===== src/rtl/relu_maxpool_pkg.sv =====
// Shared definitions for the ReLU + 2x2 max-pool stage: layer modes, map geometry
// and FSM state encodings, common with the upstream quantizer.
package relu_maxpool_pkg;

  localparam int DATA_BW     = 8;
  localparam int CONV1_WIDTH = 24;
  localparam int CONV2_WIDTH = 8;

  typedef enum logic [1:0] {
    MODE_IDLE  = 2'd0,
    MODE_CONV1 = 2'd1,
    MODE_CONV2 = 2'd2,
    MODE_DONE  = 2'd3
  } layer_mode_e;

  typedef enum logic [1:0] {
    ST_IDLE = 2'd0,
    ST_RUN  = 2'd1,
    ST_DONE = 2'd2
  } pool_state_e;

endpackage


===== src/rtl/pool_row_buf.sv =====
// Row buffer of horizontal partial maxima: one synchronous write port and one
// combinational read port, both indexed by the pooled column.
module pool_row_buf #(
  parameter int DEPTH   = 12,
  parameter int WIDTH   = 8,
  parameter int ADDR_BW = $clog2(DEPTH)
) (
  input  logic               clk,
  input  logic               we,
  input  logic [ADDR_BW-1:0] waddr,
  input  logic [WIDTH-1:0]   wdata,
  input  logic [ADDR_BW-1:0] raddr,
  output logic [WIDTH-1:0]   rdata
);

  logic [WIDTH-1:0] mem [DEPTH];

  // NOTE: storage is deliberately not reset; every odd-row read of an entry is
  // preceded by an even-row write of it in the same map.
  always_ff @(posedge clk) begin
    if (we) mem[waddr] <= wdata;
  end

  assign rdata = mem[raddr];

endmodule


===== src/rtl/relu_maxpool.sv =====
// Streaming ReLU followed by 2x2/stride-2 max pooling over one raster-order feature
// map per start; one pooled value per window, pooled on the fly via a row buffer.
module relu_maxpool #(
  parameter int DATA_BW   = 8,
  parameter int MAX_WIDTH = 24
) (
  input  logic               clk,
  input  logic               srst,
  input  logic [1:0]         mode,
  input  logic               start,
  input  logic               in_valid,
  input  logic [DATA_BW-1:0] in_data,
  output logic               out_valid,
  output logic [DATA_BW-1:0] out_data,
  output logic               busy,
  output logic               done
);
  import relu_maxpool_pkg::*;

  localparam int CNT_BW  = $clog2(MAX_WIDTH);
  localparam int ADDR_BW = $clog2(MAX_WIDTH / 2);
  localparam int MAG_BW  = DATA_BW - 1;

  pool_state_e        state;
  logic [CNT_BW-1:0]  w_last;
  logic [CNT_BW-1:0]  col;
  logic [CNT_BW-1:0]  row;
  logic [MAG_BW-1:0]  h_reg;

  logic               accept;
  logic               col_wrap;
  logic               last_sample;
  logic [MAG_BW-1:0]  relu_val;
  logic [MAG_BW-1:0]  hmax;
  logic [DATA_BW-1:0] hmax_ext;
  logic [DATA_BW-1:0] rb_rdata;
  logic [DATA_BW-1:0] pooled;
  logic [ADDR_BW-1:0] rb_addr;
  logic               rb_we;

  assign accept      = (state == ST_RUN) && in_valid;
  assign col_wrap    = (col == w_last);
  assign last_sample = col_wrap && (row == w_last);

  // After ReLU the sign bit is always zero, so comparisons run on the magnitude bits.
  assign relu_val = in_data[DATA_BW-1] ? '0 : in_data[MAG_BW-1:0];
  assign hmax     = (h_reg > relu_val) ? h_reg : relu_val;
  assign hmax_ext = {1'b0, hmax};
  assign pooled   = (hmax_ext > rb_rdata) ? hmax_ext : rb_rdata;

  assign rb_addr = ADDR_BW'(col >> 1);
  assign rb_we   = accept && col[0] && !row[0];

  pool_row_buf #(
    .DEPTH   (MAX_WIDTH / 2),
    .WIDTH   (DATA_BW),
    .ADDR_BW (ADDR_BW)
  ) u_row_buf (
    .clk   (clk),
    .we    (rb_we),
    .waddr (rb_addr),
    .wdata (hmax_ext),
    .raddr (rb_addr),
    .rdata (rb_rdata)
  );

  // NOTE: all state below uses non-blocking assignments so every register samples
  // the pre-edge values of its neighbours, independent of statement order.
  always_ff @(posedge clk) begin
    if (srst) begin
      state     <= ST_IDLE;
      w_last    <= '0;
      col       <= '0;
      row       <= '0;
      h_reg     <= '0;
      out_valid <= 1'b0;
      out_data  <= '0;
      busy      <= 1'b0;
      done      <= 1'b0;
    end else begin
      out_valid <= 1'b0;
      done      <= 1'b0;
      case (state)
        ST_IDLE: begin
          if (start) begin
            state  <= ST_RUN;
            busy   <= 1'b1;
            col    <= '0;
            row    <= '0;
            w_last <= (mode == MODE_CONV2) ? CNT_BW'(CONV2_WIDTH - 1)
                                           : CNT_BW'(CONV1_WIDTH - 1);
          end
        end
        ST_RUN: begin
          if (accept) begin
            if (!col[0]) begin
              h_reg <= relu_val;
            end else if (row[0]) begin
              out_data  <= pooled;
              out_valid <= 1'b1;
            end
            if (col_wrap) begin
              col <= '0;
              row <= row + 1'b1;
            end else begin
              col <= col + 1'b1;
            end
            if (last_sample) begin
              state <= ST_DONE;
              busy  <= 1'b0;
              done  <= 1'b1;
            end
          end
        end
        ST_DONE: state <= ST_IDLE;
        default: state <= ST_IDLE;
      endcase
    end
  end

endmodule


===== config.mk =====
export PLATFORM = sky130hd
export DESIGN_NAME = relu_maxpool
export DESIGN_NICKNAME = d
export VERILOG_FILES = /design/src/rtl/relu_maxpool_pkg.sv /design/src/rtl/pool_row_buf.sv /design/src/rtl/relu_maxpool.sv
export SDC_FILE = /design/constraint.sdc
export NUM_CORES = 1
export LEC_CHECK = 0
export CORE_MARGIN = 1.5
export CORE_UTILIZATION = 60
export DETAILED_ROUTE_END_ITERATION = 8
export PLACE_DENSITY_LB_ADDON = 0.1
export SLEW_MARGIN = 20
export SYNTH_ARGS = -nofsm -noshare
export SYNTH_HDL_FRONTEND = slang
export SYNTH_SLANG_ARGS = --single-unit

===== constraint.sdc =====
create_clock -name clk -period 11.2 [get_ports clk]
set_input_delay 3.36 -clock clk [delete_from_list [all_inputs] [get_ports clk]]
set_output_delay 3.36 -clock clk [all_outputs]
set_load 0.01 [all_outputs]

==> reports/metrics.yaml, run 1 <==
status: "finished clean"
max_stage_delay_ns: 0.63
cts_resized: 0
cp_num_buf_inv: 3
start_util_pct: 62.1
io_pins: 25
start_kind: "input port"
ys_async_sr_fraction_pct: 0
finalMaxSlewViolations: 0
synth_cell_types: 46
synth_edf_count: 84
cts_tree: "yes"
end_kind: "flop"
drc_errors: 0
crit_chain: "clkdlybuf4s50_1 > nor2b_1 > inv_1 > ha_1 > nand4_1 > a21oi_1 > o22ai_1 > mux2i_1 > inv_1 > ha_1 > a21o_1 > a21oi_1 > a21oi_1 > a21bo_2 > o221ai_1"
numCtsBuffers: 17
cp.arrival_ns: 7.21
h-tree-depth: 4
cp.required_ns: 11.62
worst_ir_drop_vdd_mv: 0.154
yosysSeqAreaShare_pct: 63.2
die-width_um: 95.2
clock_path_buffers: 2
viasPerCell: 5.90
drive_above_1_share_pct: 15.8
skew_ns: 0.00804
clock-root-buffer: "clkbuf_8"
synth_top_cell_area_share_pct: 49.4
synth-seq-cells: 119
grt_use_total_pct: 24.2
dieArea_um2: 9070
multi_input_area_um2: 1770
gr-usage-met1_pct: 33.0
synthFlopType: "edfxtp_1"
synth_top_area_cell: "edfxtp_1"
syn_area_per_cell_um2: 14.3
cp_top_family: "compound AO/OA/AOI/OAI gates"
worstPathMaxFanout: 13
cpMostUsedCell: "a21oi_1"
power.net_switching_uw: 236
cap_violations: 0
p_int_uw: 821
slowest_stage: "o22ai_1"
seqPwrFrac_pct: 45.8
p_comb_share_pct: 6.0
hold_viol: 0
r2r_end: "out_data[4]"
hold_depth: 2
layout_min_cycle_time_ns: 6.79
place.detailed.hpwl_um: 6460
synth_area_um2: 5100
drtIter0Drc: 196
switching_share_pct: 22.3
fin_util_pct: 72.9
finalSetupViolCount: 0
n_antenna_cell: 0
antenna_found_initial: 0
cts_setup_buffers: 0
synth_fp_nets: 386
nets: 417
grt_max_degree: 22
vias: 2980
grtUsageMet3_pct: 6.86
worstHoldEndpoint: "out_data[5]"
syn_to_final_growth_pct: 17.4
busiest_layer: "met2"
synth_area_leaders: "edfxtp_1 (49%), dfxtp_1 (14%), mux4_2 (9.3%), mux2i_1 (4.1%), ha_1 (3.9%)"
p_leak_uw: 0.00210
final.setup.tns_ns: 0
hold_path.class: "flop to flop"
fin_crit_sh_pct: 60.6
totalWireLength_um: 9790
wl_per_cell_um: 19.4
yosysWarnings: 0
rrSetupSlack_ns: 7.74
syn-instance-count: 356
p_clk_share_pct: 48.2
r2r_start: "h_reg[6]"
clock_sinks: 119
fmax_mhz: 147
grt_pass1_vias: 2919
largest_register_ffs: 84
rr_worst_depth: 12
dr.pass1.iters: 5
rsz0062_at_grt: "false"
critical_path_class: "input port to flop"
coreArea_um2: 8220
path_clk_slew_ns: 0.05
grt_overflow: 0
clock_latency_ns: 0.51
worstMarginPinSlew_ns: 0.965
hold_start: "out_data[5]"
ant_nets: 0
portBuffers: 23
grt_pass1_wl_um: 15300
use_met2_pct: 36.9
nFillCells: 548
maxSlewHeadroom_pct: 35.5
place.gp.congestion: 0.814
holdBufCountCts: 0
rows: 33
power_density_nw_per_um2: 176
ff_latch_area_um2: 3220
fp.dieH_um: 95.2
-- final cells by class --
cell class	count	share of cell area (%)
Timing Repair Buffer	24	3.97
Tap cell	105	2.19
Clock inverter	15	2.53
Sequential cell	119	53.8
Inverter	17	1.07
Clock buffer	17	6.91
Multi-Input combinational cell	208	29.5
-- metrics by stage --
stage | power (uW) | hold slack (ns) | area, um2 | setup WS, ns | instances
after global placement | 555 | 0.463 | 5420 | 4.05 | 473
after CTS | 1060 | 0.488 | 5990 | 4.43 | 505
after floorplan | 539 | 0.482 | 5100 | 4.93 | 356
after global routing | 1090 | 0.536 | 5990 | 4.05 | 505
after detailed placement | 556 | 0.465 | 5420 | 3.92 | 473
final | 1060 | 0.490 | 5990 | 4.41 | 505
-- routing by layer --
metal / vias up / routed length (um)
li1: 1412 / -
met1: 1476 / 4460
met2: 84 / 4720
met3: 8 / 526
met4: 0 / 83
met5: - / 0
-- worst max path at each step --
stage,start,end,slack [ns],cells past startpoint
2_1_floorplan,in_data[6],out_data[0],4.93,14
3_5_place_dp,in_data[7],out_data[4],3.92,15
4_1_cts,in_data[7],out_data[4],4.43,15
5_1_grt,in_data[7],out_data[5],4.05,15
6_report,in_data[7],out_data[4],4.41,15
3_3_place_gp,in_data[7],out_data[5],4.05,15
-- cell usage in the layout, fill, tap and decap left out, types with 2 or more instances in the layout --
master           count
edfxtp_1            84
nor2_1              40
dfxtp_1             35
clkdlybuf4s50_1     23
mux4_2              21
mux2i_1             21
inv_1               17
a21oi_1             17
nand2_1             17
ha_1                16
clkbuf_16           16
nor2b_1              8
o221ai_1             7
nand2b_1             6
xnor2_1              6
nand3_1              5
nand4_1              4
nand3b_1             3
o21ai_0              3
nor3_2               3
xor2_1               3
a211oi_1             3
clkinv_1             3
clkinvlp_4           3
inv_6                3
clkinv_4             3
mux2_2               2
a21o_1               2
a31oi_1              2
bufinv_16            2
-- power by group through the flow --
stage                     logic (uW)  registers, uW  clock network, uW
after global routing            70.4            485                534
after floorplan                 48.9            490                  0
final                           63.3            484                510
after detailed placement        62.9            493                  0
after CTS                       63.6            484                514
after global placement          61.8            493                  0
-- cell usage after synthesis (2+ instances only) --
cell / instances
nand2_1: 17
a21oi_1: 17
dfxtp_1: 35
mux2i_1: 21
nand2b_1: 6
nand3b_1: 3
a211oi_1: 3
nand3_1: 5
clkbuf_1: 6
a21o_1: 2
o221ai_1: 7
o21ai_0: 3
edfxtp_1: 84
ha_1: 16
nor2b_1: 8
buf_2: 2
nand4_1: 4
a31oi_1: 2
xnor2_1: 6
nor3_1: 4
xor2_1: 3
nor2_1: 40
inv_1: 17
mux4_2: 21
buf_4: 2
mux2_2: 2
-- worst reg2reg max path, delay by kind of cell (launching register included) --
family / cells / cell delay [ns]
AO/OA/AOI/OAI: 8 / 1.81
adder cells (fa/ha/maj): 2 / 0.68
multiplexers: 1 / 0.34
flip-flops: 1 / 0.33
buffers and inverters: 1 / 0.21
-- cell families (layout without fill, tap and decap cells) --
logic type               after synthesis  count (layout)  share of synthesized area [%]
AND/OR/NAND/NOR                       96              96                           9.15
flip-flops                           119             119                           63.2
adder cells (fa/ha/maj)               16              16                           3.92
XOR/XNOR                               9               9                           1.54
multiplexers                          44              44                           13.8
AO/OA/AOI/OAI                         42              42                           5.84
other                                  1               1                         0.0735
buffers and inverters                 29              73                           2.48
(Power assumes the default switching activity.)
==> inputs of run 2 (changes only) <==
==> constraint.sdc (replaced) <==
create_clock -name clk -period 7 [get_ports clk]
set_input_delay 2.1 -clock clk [delete_from_list [all_inputs] [get_ports clk]]
set_output_delay 2.1 -clock clk [all_outputs]
set_load 0.01 [all_outputs]
==> reports/metrics.yaml, run 2 (synthesis results as in run 1) <==
status: "finished clean"  # unchanged
place.detailed.hpwl_um: 6470  # was 6460 um
power_density_nw_per_um2: 284  # was 176 nW/um2
vias: 3002  # was 2980
nets: 417  # unchanged
p_leak_uw: 0.00210  # about the same
rsz0062_at_grt: "false"  # unchanged
io_pins: 25  # unchanged
cts_resized: 0  # unchanged
largest_register_ffs: 84  # unchanged
final.setup.tns_ns: 0  # unchanged
use_met2_pct: 38.1  # was 36.9%
grt_overflow: 0  # unchanged
ant_nets: 0  # unchanged
grt_use_total_pct: 24.4  # was 24.2%
syn_to_final_growth_pct: 17.4  # about the same
antenna_found_initial: 0  # unchanged
fp.dieH_um: 95.2  # unchanged
rrSetupSlack_ns: 3.52  # was 7.74 ns
viasPerCell: 5.94  # was 5.90
hold_viol: 0  # unchanged
portBuffers: 23  # unchanged
finalSetupViolCount: 0  # unchanged
holdBufCountCts: 0  # unchanged
cts_tree: "yes"  # unchanged
grtUsageMet3_pct: 6.46  # was 6.86%
rows: 33  # unchanged
r2r_end: "out_data[4]"  # unchanged
clock_path_buffers: 2  # unchanged
worstPathMaxFanout: 13  # unchanged
cap_violations: 0  # unchanged
grt_pass1_vias: 2894  # was 2919
end_kind: "flop"  # unchanged
fmax_mhz: 180
grt_max_degree: 22  # unchanged
clock-root-buffer: "clkbuf_8"  # unchanged
numCtsBuffers: 17  # unchanged
grt_pass1_wl_um: 15300  # about the same
final_cell_area_um2: 5990  # about the same
placedInstanceArea_um2: 5420  # unchanged
finalMaxSlewViolations: 0  # unchanged
r2r_start: "h_reg[6]"  # unchanged
gr-usage-met1_pct: 32.4  # was 33.0%
hold_start: "out_data[2]"  # was out_data[5]
drtIter0Drc: 224  # was 196
hold_depth: 2  # unchanged
place.gp.congestion: 0.814  # unchanged
worstMarginPinSlew_ns: 0.995  # was 0.965 ns
die-width_um: 95.2  # unchanged
start_kind: "input port"  # unchanged
path_clk_slew_ns: 0.06  # was 0.05 ns
layout_min_cycle_time_ns: 5.56
layout_common_cells: "edfxtp_1 (84), nor2_1 (40), dfxtp_1 (35), clkdlybuf4s50_1 (23)"  # unchanged
dieArea_um2: 9070  # unchanged
dp.cells: 473  # unchanged
cts_setup_buffers: 0  # unchanged
hold_path.class: "flop to flop"  # unchanged
rr_worst_depth: 12  # unchanged
cp.required_ns: 7.43  # was 11.62 ns
h-tree-depth: 4  # unchanged
cp.arrival_ns: 6.00  # was 7.21 ns
coreArea_um2: 8220  # unchanged
wl_per_cell_um: 19.8  # was 19.4 um
start_util_pct: 62.1  # unchanged
worst_ir_drop_vdd_mv: 0.178  # was 0.154 mV
worstHoldEndpoint: "out_data[2]"  # was out_data[5]
busiest_layer: "met2"  # unchanged
holdWs_ns: 0.473  # was 0.490 ns
dr.pass1.iters: 5  # unchanged
drc_errors: 0  # unchanged
skew_ns: 0.00579  # was 0.00804 ns
clock_latency_ns: 0.52  # was 0.51 ns
maxSlewHeadroom_pct: 33.4  # was 35.5%
totalWireLength_um: 10000  # was 9790 um
instances_no_fill: 505  # unchanged
n_antenna_cell: 0  # unchanged
clock_sinks: 119  # unchanged
drive_above_1_share_pct: 16.3  # was 15.8%
critical_path_class: "input port to flop"  # unchanged
layout_commonest_cell: "edfxtp_1"  # unchanged
fin_crit_sh_pct: 79.5
==> run 2: report_power, final <==
group          internal (uW)  total (uW)  switching [uW]  leakage, uW
sequential               765         774            9.54      0.00105
clock                    507         825             318     0.000268
combinational           43.7         101            57.3     0.000783
==> run 2: area by class of cell <==
cell class              instances  area [um2]
flip-flops and latches        119        3220
inverters                      17        63.8
fillers                       536        2230
clock inverters                14         149
multi-input cells             208        1770
well taps                     105         131
repair buffers                 24         238
clock buffers                  18         418
==> run 2: how the worst max path moves through the flow <==
stage | depth (start not counted) | slack [ns] | from | end
5_1_grt | 15 | 1.10 | in_data[7] | out_data[5]
3_3_place_gp | 15 | 1.11 | in_data[7] | out_data[5]
2_1_floorplan | 14 | 1.99 | in_data[6] | out_data[0]
3_5_place_dp | 15 | 0.94 | in_data[7] | out_data[4]
6_report | 15 | 1.44 | in_data[7] | out_data[4]
4_1_cts | 15 | 1.47 | in_data[7] | out_data[4]
==> run 2: metrics by stage <==
stage / total power (uW) / utilization (%) / setup WS [ns]
global placement: 887 / 66.0 / 1.11
global route: 1750 / 72.9 / 1.10
floorplan: 862 / - / 1.99
CTS: 1700 / 72.9 / 1.47
finish: 1700 / 72.9 / 1.44
detailed placement: 889 / 66.0 / 0.940
==> run 2: worst max-delay path, cell delays in order <==
cell,delay (ns)
clkdlybuf4s50_1,0.53
nor2b_1,0.26
inv_1,0.07
ha_1,0.31
a21oi_1,0.14
o21ai_0,0.12
o22ai_1,0.66
mux2i_1,0.34
inv_1,0.20
ha_1,0.35
a21o_1,0.18
a21oi_1,0.17
a21oi_1,0.10
a21bo_2,0.27
o221ai_1,0.19
==> run 2: per-layer routing <==
metal / vias to the layer above / share of wire (%) / wire (um)
met5: - / 0 / 0
met4: 0 / 1.7 / 174
met3: 16 / 6.7 / 670
met2: 110 / 47 / 4730
met1: 1472 / 44 / 4430
li1: 1404 / - / -
==> inputs of run 3 (changes only) <==
==> constraint.sdc (replaced) <==
create_clock -name clk -period 5.55 [get_ports clk]
set_input_delay 1.665 -clock clk [delete_from_list [all_inputs] [get_ports clk]]
set_output_delay 1.665 -clock clk [all_outputs]
set_load 0.01 [all_outputs]
==> reports/metrics.yaml, run 3 (synthesis results as in run 1) <==
status: "finished clean"  # unchanged
final.setup.tns_ns: 0  # unchanged
die-width_um: 95.2  # unchanged
hold_start: "out_data[4]"  # was out_data[2]
path_clk_slew_ns: 0.06  # about the same
drc_errors: 0  # unchanged
cap_violations: 0  # unchanged
use_met2_pct: 37.0  # was 38.1%
vias: 3011  # was 3002
totalWireLength_um: 9730  # was 10000 um
drtIter0Drc: 222  # was 224
grtUsageMet3_pct: 6.14  # was 6.46%
maxSlewHeadroom_pct: 43.1  # was 33.4%
cp.required_ns: 5.97  # was 7.43 ns
p_leak_uw: 0.00212  # was 0.00210 uW
power_density_nw_per_um2: 356  # was 284 nW/um2
worstPathMaxFanout: 7  # was 13
end_kind: "flop"  # unchanged
setup_slack_ns: 0.692  # was 1.44 ns
cts_resized: 0  # unchanged
worst_ir_drop_vdd_mv: 0.233  # was 0.178 mV
n_antenna_cell: 0  # unchanged
dr.pass1.iters: 7  # was 5
worstHoldEndpoint: "out_data[4]"  # was out_data[2]
hold_viol: 0  # unchanged
grt_pass1_vias: 3040  # was 2894
cts_tree: "yes"  # unchanged
r2r_end: "out_data[6]"  # was out_data[4]
holdBufCountCts: 0  # unchanged
io_pins: 25  # unchanged
start_util_pct: 62.1  # unchanged
nets: 426  # was 417
fp.dieH_um: 95.2  # unchanged
cp.arrival_ns: 5.28  # was 6.00 ns
numCtsBuffers: 17  # unchanged
rsz0062_at_grt: "false"  # unchanged
largest_register_ffs: 84  # unchanged
fin_crit_sh_pct: 87.5
rrSetupSlack_ns: 2.35  # was 3.52 ns
fmax_mhz: 206
clock-root-buffer: "clkbuf_8"  # unchanged
start_kind: "input port"  # unchanged
nFillCells: 548  # was 536
fin_util_pct: 73.5  # was 72.9%
clock_sinks: 119  # unchanged
layout_common_cells: "edfxtp_1 (84), nor2_1 (40), dfxtp_1 (35), clkdlybuf4s50_1 (23)"  # unchanged
critical_path_class: "input port to flop"  # unchanged
viasPerCell: 5.87  # was 5.94
clock_latency_ns: 0.51  # was 0.52 ns
skew_ns: 0.00948  # was 0.00579 ns
finalMaxSlewViolations: 0  # unchanged
portBuffers: 23  # unchanged
gr-usage-met1_pct: 32.7  # was 32.4%
grt_overflow: 0  # unchanged
layout_min_cycle_time_ns: 4.86
grt_use_total_pct: 24.1  # was 24.4%
rows: 33  # unchanged
layout_commonest_cell: "edfxtp_1"  # unchanged
grt_pass1_wl_um: 15500  # was 15300 um
worstMarginPinSlew_ns: 0.851  # was 0.995 ns
finalSetupViolCount: 0  # unchanged
syn_to_final_growth_pct: 18.4  # was 17.4%
ant_nets: 0  # unchanged
place.detailed.hpwl_um: 6370  # was 6470 um
hold_depth: 2  # unchanged
coreArea_um2: 8220  # unchanged
rr_worst_depth: 13  # was 12
hold_path.class: "flop to flop"  # unchanged
clock_path_buffers: 2  # unchanged
antenna_found_initial: 0  # unchanged
holdWs_ns: 0.471  # was 0.473 ns
cts_setup_buffers: 0  # unchanged
dieArea_um2: 9070  # unchanged
place_ws_ns: 0.253  # was 0.940 ns
grt_max_degree: 22  # unchanged
r2r_start: "h_reg[6]"  # unchanged
wl_per_cell_um: 19.0  # was 19.8 um
place.gp.congestion: 0.841  # was 0.814
h-tree-depth: 4  # unchanged
drive_above_1_share_pct: 17.2  # was 16.3%
busiest_layer: "met2"  # unchanged
-- run 3: cell types whose count changed in the layout (fill, tap and decap cells not counted) --
| cell | before | now |
|---|---|---|
| nor3_1 | 1 | 4 |
| clkinv_2 | 3 | 0 |
| clkinvlp_4 | 4 | 7 |
| nor3_2 | 3 | 0 |
| clkinv_4 | 2 | 1 |
| buf_4 | 1 | 10 |
-- run 3: how the worst max path moves through the flow --
stage | start | end | depth (start not counted)
global route | in_data[7] | out_data[6] | 16
floorplan | in_data[6] | out_data[0] | 14
CTS | in_data[7] | out_data[6] | 16
detailed placement | in_data[7] | out_data[6] | 16
global placement | in_data[7] | out_data[3] | 16
finish | in_data[7] | out_data[6] | 16
-- run 3: layout make-up --
| class | count | area, um2 | area share [%] |
|---|---|---|---|
| clock buffer | 18 | 418 | 6.92 |
| clock inverter | 13 | 148 | 2.44 |
| inverter | 17 | 63.8 | 1.06 |
| multi-input combinational | 208 | 1750 | 29.0 |
| sequential | 119 | 3220 | 53.3 |
| tap | 105 | 131 | 2.17 |
| timing repair buffer | 33 | 305 | 5.05 |
-- run 3: metal layers --
layer | wire length, um | up-vias
met1 | 4500 | 1498
met4 | 109 | 0
met5 | 0 | -
met3 | 436 | 10
li1 | - | 1429
met2 | 4690 | 74
-- run 3: report_power, final --
| group | internal (uW) | switching (uW) |
|---|---|---|
| clock network | 639 | 395 |
| logic | 60.4 | 78.7 |
| registers | 964 | 12.0 |
-- run 3: critical path, cell delays in order --
cell and delay, ns:
clkdlybuf4s50_1 0.54, nor2b_1 0.24, inv_1 0.07, ha_1 0.31, a21oi_1 0.15, o21ai_0 0.14
o22ai_1 0.20, buf_4 0.20, mux2i_1 0.31, inv_1 0.11, ha_1 0.33, a21o_1 0.18
a21oi_1 0.23, nand3_1 0.14, a21bo_2 0.27, o221ai_1 0.19
-- run 3: stage by stage --
step | power [uW] | area, um2 | std cells
after CTS | 2160 | 6040 | 513
after detailed placement | 1130 | 5480 | 482
final | 2150 | 6040 | 513
after floorplan | 1090 | 5100 | 356
after global routing | 2210 | 6040 | 513
after global placement | 1130 | 5480 | 482
